--- config.mk ---
export PLATFORM = sky130hd
export DESIGN_NAME = alex_spi_master_flat
export DESIGN_NICKNAME = d
export VERILOG_FILES = /design/src/rtl/alex_pkg.sv /design/src/rtl/alex_spi_master_if.sv /design/src/rtl/alex_spi_tick.sv /design/src/rtl/alex_spi_master.sv /design/src/flat_wrapper.sv
export SDC_FILE = /design/constraint.sdc
export NUM_CORES = 1
export LEC_CHECK = 0
export BUFFER_PORTS_ARGS = -buffer_cell sky130_fd_sc_hd__buf_2
export CORE_MARGIN = 4
export CORE_UTILIZATION = 40
export DETAILED_ROUTE_END_ITERATION = 6
export GPL_TIMING_DRIVEN = 1
export SLEW_MARGIN = 20
export SYNTH_ARGS = -nofsm -noshare
export SYNTH_HDL_FRONTEND = slang
export SYNTH_HIERARCHICAL = 1
export SYNTH_SLANG_ARGS = --single-unit
--- constraint.sdc ---
create_clock -name clock -period 2.2 [get_ports clock]
set_input_delay 0.22 -clock clock [delete_from_list [all_inputs] [get_ports clock]]
set_output_delay 0.22 -clock clock [all_outputs]
set_load 0.1 [all_outputs]
--- src/rtl/alex_pkg.sv ---
// Shared definitions for the Alex SPI serialiser.
//   alex_state_e   : frame sequencer states
//   ALEX_WORD_W    : default bits per SPI word
//   ALEX_NUM_WORDS : default words per frame
//   alex_cnt_w()   : width of a counter/index that must hold values 0..n-1
package alex_pkg;

    typedef enum logic [1:0] {
        IDLE,
        SHIFT,
        STROBE,
        GAP
    } alex_state_e;

    localparam int unsigned ALEX_WORD_W    = 16;
    localparam int unsigned ALEX_NUM_WORDS = 2;

    // Never returns zero so that degenerate parameter values still give a
    // legal one-bit vector.
    function automatic int unsigned alex_cnt_w(input int unsigned n);
        return (n > 1) ? $clog2(n) : 1;
    endfunction

endpackage

--- src/rtl/alex_spi_master_if.sv ---
// Alex board SPI pin bundle.
//   spi_data    : serial data, MSB first
//   spi_clock   : serial clock, idles low
//   load_strobe : per-word latch strobe, active high
// master drives the pins, slave observes them.
interface alex_spi_master_if
    import alex_pkg::*;
#(
    parameter int unsigned NUM_WORDS = ALEX_NUM_WORDS
) ();

    logic                 spi_data;
    logic                 spi_clock;
    logic [NUM_WORDS-1:0] load_strobe;

    modport master (
        output spi_data,
        output spi_clock,
        output load_strobe
    );

    modport slave (
        input spi_data,
        input spi_clock,
        input load_strobe
    );

endinterface

--- src/rtl/alex_spi_tick.sv ---
// Half-bit timebase for the Alex SPI serialiser.
//   clock   : system clock
//   reset_n : asynchronous active-low reset
//   enable  : count while a frame is in progress
//   clear   : restart from the beginning of a low half-bit (frame start)
//   tick    : last clock of the current half-bit
//   phase   : 0 = low (first) half of the bit, 1 = high (second) half
module alex_spi_tick
    import alex_pkg::*;
#(
    parameter int unsigned CLK_DIV = 8
) (
    input  logic clock,
    input  logic reset_n,
    input  logic enable,
    input  logic clear,
    output logic tick,
    output logic phase
);

    localparam int unsigned      CNT_W   = alex_cnt_w(CLK_DIV);
    localparam logic [CNT_W-1:0] CNT_MAX = CNT_W'(CLK_DIV - 1);

    logic [CNT_W-1:0] cnt;
    logic             phase_q;

    always_ff @(posedge clock or negedge reset_n) begin
        if (!reset_n) begin
            cnt     <= '0;
            phase_q <= 1'b0;
        end else if (clear) begin
            cnt     <= '0;
            phase_q <= 1'b0;
        end else if (enable) begin
            if (cnt == CNT_MAX) begin
                cnt     <= '0;
                phase_q <= ~phase_q;
            end else begin
                cnt <= cnt + CNT_W'(1);
            end
        end
    end

    always_comb begin
        tick  = enable && (cnt == CNT_MAX);
        phase = phase_q;
    end

endmodule

--- src/rtl/alex_spi_master.sv ---
// Alex filter/antenna/attenuator control-word serialiser.
// Sends NUM_WORDS words of WORD_W bits, highest word first, each followed by
// its own load strobe and an idle gap. A frame is sent after reset, on any
// change of alex_data, on force_send, and optionally as a periodic refresh.
// Changes seen mid-frame are coalesced into a single follow-up frame.
//   clock       : system clock
//   reset_n     : asynchronous active-low reset
//   alex_data   : word i at [i*WORD_W +: WORD_W]
//   force_send  : one-cycle request for a frame with unchanged data
//   spi         : SPI pins (spi_data, spi_clock, load_strobe)
//   busy        : high from frame start until return to IDLE
module alex_spi_master
    import alex_pkg::*;
#(
    parameter int unsigned WORD_W         = ALEX_WORD_W,
    parameter int unsigned NUM_WORDS      = ALEX_NUM_WORDS,
    parameter int unsigned CLK_DIV        = 8,
    parameter int unsigned REFRESH_CYCLES = 0
) (
    input  logic                        clock,
    input  logic                        reset_n,
    input  logic [NUM_WORDS*WORD_W-1:0] alex_data,
    input  logic                        force_send,
    alex_spi_master_if.master           spi,
    output logic                        busy
);

    localparam int unsigned FRAME_W = NUM_WORDS * WORD_W;
    localparam int unsigned W_IDX_W = alex_cnt_w(NUM_WORDS);
    localparam int unsigned B_IDX_W = alex_cnt_w(WORD_W);
    localparam int unsigned REF_W   = alex_cnt_w(REFRESH_CYCLES + 1);

    localparam logic [W_IDX_W-1:0] LAST_WORD = W_IDX_W'(NUM_WORDS - 1);
    localparam logic [B_IDX_W-1:0] LAST_BIT  = B_IDX_W'(WORD_W - 1);
    localparam logic [REF_W-1:0]   REF_MAX   =
        REF_W'((REFRESH_CYCLES > 0) ? REFRESH_CYCLES - 1 : 0);

    alex_state_e          state, state_n;
    logic [W_IDX_W-1:0]   w_idx, w_idx_n;
    logic [B_IDX_W-1:0]   b_idx, b_idx_n;
    logic [FRAME_W-1:0]   shadow;
    logic                 pending;
    logic [REF_W-1:0]     ref_cnt;

    logic                 half_tick;
    logic                 phase_high;
    logic                 bit_end;
    logic                 data_changed;
    logic                 refresh_hit;
    logic                 start;
    logic [WORD_W-1:0]    shadow_word;

    alex_spi_tick #(
        .CLK_DIV (CLK_DIV)
    ) u_tick (
        .clock   (clock),
        .reset_n (reset_n),
        .enable  (state != IDLE),
        .clear   (start),
        .tick    (half_tick),
        .phase   (phase_high)
    );

    always_comb begin
        data_changed = (alex_data != shadow);
        refresh_hit  = (REFRESH_CYCLES > 0) && (ref_cnt == REF_MAX);
        start        = (state == IDLE) &&
                       (pending || data_changed || force_send || refresh_hit);
        // every state lasts a whole bit period, so all transitions share
        // the end-of-high-half tick
        bit_end      = half_tick && phase_high;
    end

    // ---------------------------------------------------------------- FSM
    always_ff @(posedge clock or negedge reset_n) begin
        if (!reset_n) begin
            state <= IDLE;
            w_idx <= '0;
            b_idx <= '0;
        end else begin
            state <= state_n;
            w_idx <= w_idx_n;
            b_idx <= b_idx_n;
        end
    end

    always_comb begin
        state_n = state;
        w_idx_n = w_idx;
        b_idx_n = b_idx;
        case (state)
            IDLE: begin
                if (start) begin
                    state_n = SHIFT;
                    w_idx_n = LAST_WORD;
                    b_idx_n = LAST_BIT;
                end
            end
            SHIFT: begin
                if (bit_end) begin
                    if (b_idx == '0) begin
                        state_n = STROBE;
                    end else begin
                        b_idx_n = b_idx - B_IDX_W'(1);
                    end
                end
            end
            STROBE: begin
                if (bit_end) begin
                    state_n = GAP;
                end
            end
            GAP: begin
                if (bit_end) begin
                    if (w_idx != '0) begin
                        state_n = SHIFT;
                        w_idx_n = w_idx - W_IDX_W'(1);
                        b_idx_n = LAST_BIT;
                    end else begin
                        state_n = IDLE;
                    end
                end
            end
            default: begin
                state_n = IDLE;
            end
        endcase
    end

    // ------------------------------------- shadow, coalescing and refresh
    always_ff @(posedge clock or negedge reset_n) begin
        if (!reset_n) begin
            shadow  <= '0;
            pending <= 1'b1;
            ref_cnt <= '0;
        end else if (start) begin
            shadow  <= alex_data;
            pending <= 1'b0;
            ref_cnt <= '0;
        end else if (state != IDLE) begin
            if (data_changed || force_send) begin
                pending <= 1'b1;
            end
        end else if ((REFRESH_CYCLES > 0) && (ref_cnt != REF_MAX)) begin
            ref_cnt <= ref_cnt + REF_W'(1);
        end
    end

    // ---------------------------------------------------------- outputs
    // Outputs decode registered state only, so an asynchronous reset
    // forces all pins low in the same cycle without a partial strobe.
    always_comb begin
        shadow_word     = shadow[w_idx*WORD_W +: WORD_W];
        spi.spi_data    = (state == SHIFT) && shadow_word[b_idx];
        spi.spi_clock   = (state == SHIFT) && phase_high;
        spi.load_strobe = (state == STROBE) ? (NUM_WORDS'(1) << w_idx) : '0;
        busy            = (state != IDLE);
    end

endmodule

--- src/flat_wrapper.sv ---
// flat-port wrapper written by rule: the top's interface ports become plain ports
module alex_spi_master_flat import alex_pkg::*;
#(
    parameter int unsigned WORD_W         = ALEX_WORD_W,
    parameter int unsigned NUM_WORDS      = ALEX_NUM_WORDS,
    parameter int unsigned CLK_DIV        = 8,
    parameter int unsigned REFRESH_CYCLES = 0
)
  (clock, reset_n, alex_data, force_send, busy, spi_spi_data, spi_spi_clock, spi_load_strobe);
  alex_spi_master_if #(.NUM_WORDS(NUM_WORDS)) spi_i ();
  input  logic clock;
  input  logic reset_n;
  input  logic [NUM_WORDS*WORD_W-1:0] alex_data;
  input  logic force_send;
  output logic busy;
  output wire logic [$bits(spi_i.spi_data)-1:0] spi_spi_data;
  output wire logic [$bits(spi_i.spi_clock)-1:0] spi_spi_clock;
  output wire logic [$bits(spi_i.load_strobe)-1:0] spi_load_strobe;
  assign spi_spi_data = spi_i.spi_data;
  assign spi_spi_clock = spi_i.spi_clock;
  assign spi_load_strobe = spi_i.load_strobe;
  alex_spi_master #(.WORD_W(WORD_W), .NUM_WORDS(NUM_WORDS), .CLK_DIV(CLK_DIV), .REFRESH_CYCLES(REFRESH_CYCLES)) u_core (.clock(clock), .reset_n(reset_n), .alex_data(alex_data), .force_send(force_send), .spi(spi_i), .busy(busy));
endmodule
==> reports/qor.yml <==
run_status:
  outcome: "finished with violations"
  violations: "setup timing"
finish:
  final_util_pct: 54.8
  stdcell_count: 374
  syn_to_final_growth_pct: 32.2
  nNetsFinal: 338
  antenna_cells: 0
  fillerInstances: 577
  mostFrequentLayoutCell: "dfrtp_1"
  design_area_mm2: 0.00352
  final_cell_mix: "dfrtp_1 (43), buf_2 (38), mux2_4 (30)"
  final_layout_size_suffix_gt1_share_pct: 44.4
synth:
  netlist_instances: 230
  synthMuxAreaShare_pct: 23.5
  synth-seq-cells: 44
  synth_top_flop_cell: "dfrtp_1"
  synth_fa_ha_area_share_pct: 3.29
  yosysTopAreaCell: "dfrtp_1"
  synth_top_area_share_pct: 40.4
  synthArstFlopShare_pct: 100
  ys_seq_area_share_pct: 41.4
  synth.distinct_cells: 36
  yosys_warnings: 6
  syn_avg_cell_area_um2: 11.6
  synth_area_mm2: 0.00267
  synth_compound_area_share_pct: 5.26
  ys_top_cells_by_area: "dfrtp_1 (40%), mux2_2 (12%), mux4_2 (8.5%)"
  synth_top_family_by_area: "multiplexers"
  synth-xor-area-share_pct: 8.87
  synthSimpleGateAreaFrac_pct: 14.5
  synth-edff-count: 0
  syn-num-nets: 272
worst_hold_path:
  hp-class: "in -> reg"
global_route:
  first_global_vias: 2109
  grt_max_degree: 24
  antenna_found_initial: 0
  grt_pass1_wl_mm: 10.7
  track_usage_pct: 17.8
  overflow: 0
floorplan:
  dieArea_mm2: 0.00803
  io-pin-count: 40
  die_w_um: 89.6
  start_util_pct: 41.5
  die_h_um: 89.6
  rows: 29
  core_mm2: 0.00642
timing:
  relSlewSlack_pct: 61.5
  rsz0062_at_grt: "yes"
  fin_crit_ns: 2.45
  drv_slew: 0
  fin_setup_tns_ns: -7.45
  tightest_slew_ns: 0.578
  fmax_mhz: 409
  min_period_over_period_pct: 111
  finalClockSkew_ns: 0.00557
  final-setup-viol-count: 37
  whs_ns: 0.178
  finalWorstSetupSlack_ns: -0.246
  hold_viol_final: 0
place:
  gp_congestion: 0.866
  dp_cells: 357
  place_area_mm2: 0.00312
  io_buffers: 39
  dpl.hpwl_mm: 4.72
flow_run:
  drv_cap: 0
clock_network:
  cts_buffer_depth: 2
  clk_latency_ns: 0.29
  cts_tree: "yes"
  cts_root_buf: "clkbuf_8"
  clkSlewWorstSetupHoldPaths_ns: 0.08
  h-tree-depth: 2
  cts_sinks: 44
  numCtsBuffers: 5
setup_path:
  required_ns: 1.98
  cp-start-kind: "flop"
  critPathArrivalTime_ns: 2.23
  endpoint_kind: "output pin"
  setup.worst_path.class: "reg -> out"
  critPathMaxFanout: 8
drt:
  wire_per_inst_um: 17.7
  viasPerCell: 5.48
  first_pass_iters: 4
  wl_met1_mm: 3.02
  ant_nets: 0
  wl_met3_um: 346
  highest_layer: "met4"
  met2_length_mm: 3.20
  vias: 2051
  drt-initial-drc-count: 85
  totalWireLength_mm: 6.63
  drc: 0
pwr:
  seqPwrFrac_pct: 54.4
  p_comb_share_pct: 15.0
  pwr_density_cell_mw_per_mm2: 454
  power_frac_clock_pct: 30.6
  ir_worst_vdd_v: 0.000255
  p_leak_nw: 1.69
  intPower_w: 0.00119
  switching_share_pct: 25.7
  power.switching_w: 0.000410
==> critical path, stage by stage (launching register included) <==
cell and delay (ns):
dfrtp_1 0.41, buf_12 0.16, mux4_2 0.54, mux4_2 0.50, nand2_2 0.10, a21oi_4 0.06
buf_12 0.17
==> power groups by stage <==
| stage | sequential (W) | clock (W) | combinational (W) |
|---|---|---|---|
| final | 0.000869 | 0.000488 | 0.000240 |
| after global placement | 0.000882 | 0 | 0.000208 |
| after floorplan | 0.000875 | 0 | 0.000109 |
| after detailed placement | 0.000883 | 0 | 0.000210 |
| after CTS | 0.000869 | 0.000509 | 0.000236 |
| after global routing | 0.000875 | 0.000539 | 0.000260 |
==> sequential cells by signal, summed over array words and instances, names as in the netlist <==
| signal | flops |
|---|---|
| u_core/shadow | 32 |
| u_core/u_tick/cnt | 3 |
| u_core/w_idx | 1 |
| u_core/u_tick/phase | 1 |
| u_core/state | 2 |
| u_core/b_idx | 4 |
| u_core/pending | 1 |
==> cell type report <==
class,count,area (µm²),area share [%]
multi-input combinational,169,1670,47.3
tap,77,96.3,2.74
sequential,44,1100,31.3
clock inverter,1,5.00,0.142
inverter,12,48.8,1.39
timing repair buffer,64,528,15.0
clock buffer,7,76.3,2.17
==> metal layers <==
metal / vias to the layer above / global-route usage [%]
met5: - / 0
met4: 0 / 5.68
met3: 4 / 3.92
met2: 56 / 28.3
met1: 1025 / 24.1
li1: 966 / -
==> logic make-up (layout without fill, tap and decap cells) <==
family	count (synthesis)	in the layout
multiplexers	46	46
XOR/XNOR	27	27
adder cells (fa/ha/maj)	7	7
buffers and inverters	17	84
flip-flops	44	44
AND/OR/NAND/NOR	69	69
AO/OA/AOI/OAI	20	20
==> path summary, 6_finish.rpt <==
| check | start | end | slack (ns) | depth (start not counted) |
|---|---|---|---|---|
| max in group asynchronous | reset_n | u_core/pending | 1.15 | 3 |
| worst min register to register | u_core/u_tick/cnt[2] | u_core/u_tick/cnt[2] | 0.53 | 2 |
| min in group asynchronous | reset_n | u_core/shadow[31] | 0.46 | 2 |
| worst min-delay path | alex_data[17] | u_core/shadow[17] | 0.18 | 2 |
| worst max register to register | u_core/shadow[26] | u_core/shadow[15] | -0.23 | 8 |
| worst max-delay path | u_core/b_idx[0] | spi_spi_data | -0.25 | 6 |
==> Yosys cell counts, drive strengths merged (2+ instances only) <==
master and count:
nor2b 2, xor2 22, nor3 7, a21oi 7, clkbuf 2, xnor2 5
nor4 8, nand2 7, ha 7, inv 12, dfrtp 43, and2 3
nand2b 13, or4 2, mux2 33, o21ai 6, mux4 10, nor2 10
o22a 2, o2111ai 2, mux2i 3, nand3 6, nand4 7, buf 3
==> timing repair <==
action / CTS / global route
pin swaps: 5 / 4
hold buffers: 1 / 0
hold endpoints to repair: 22 / 0
buffers inserted: 3 / 3
gates resized for setup: 41 / 12
gates cloned: 2 / 1
setup endpoints to repair: 42 / 43
==> per-stage QoR <==
step	setup slack (ns)	power [W]
finish	-0.246	0.00160
global route	-0.348	0.00167
CTS	-0.274	0.00161
detailed placement	-0.183	0.00109
global placement	-0.151	0.00109
floorplan	-0.0853	0.000984
(Power assumes the default switching activity.)
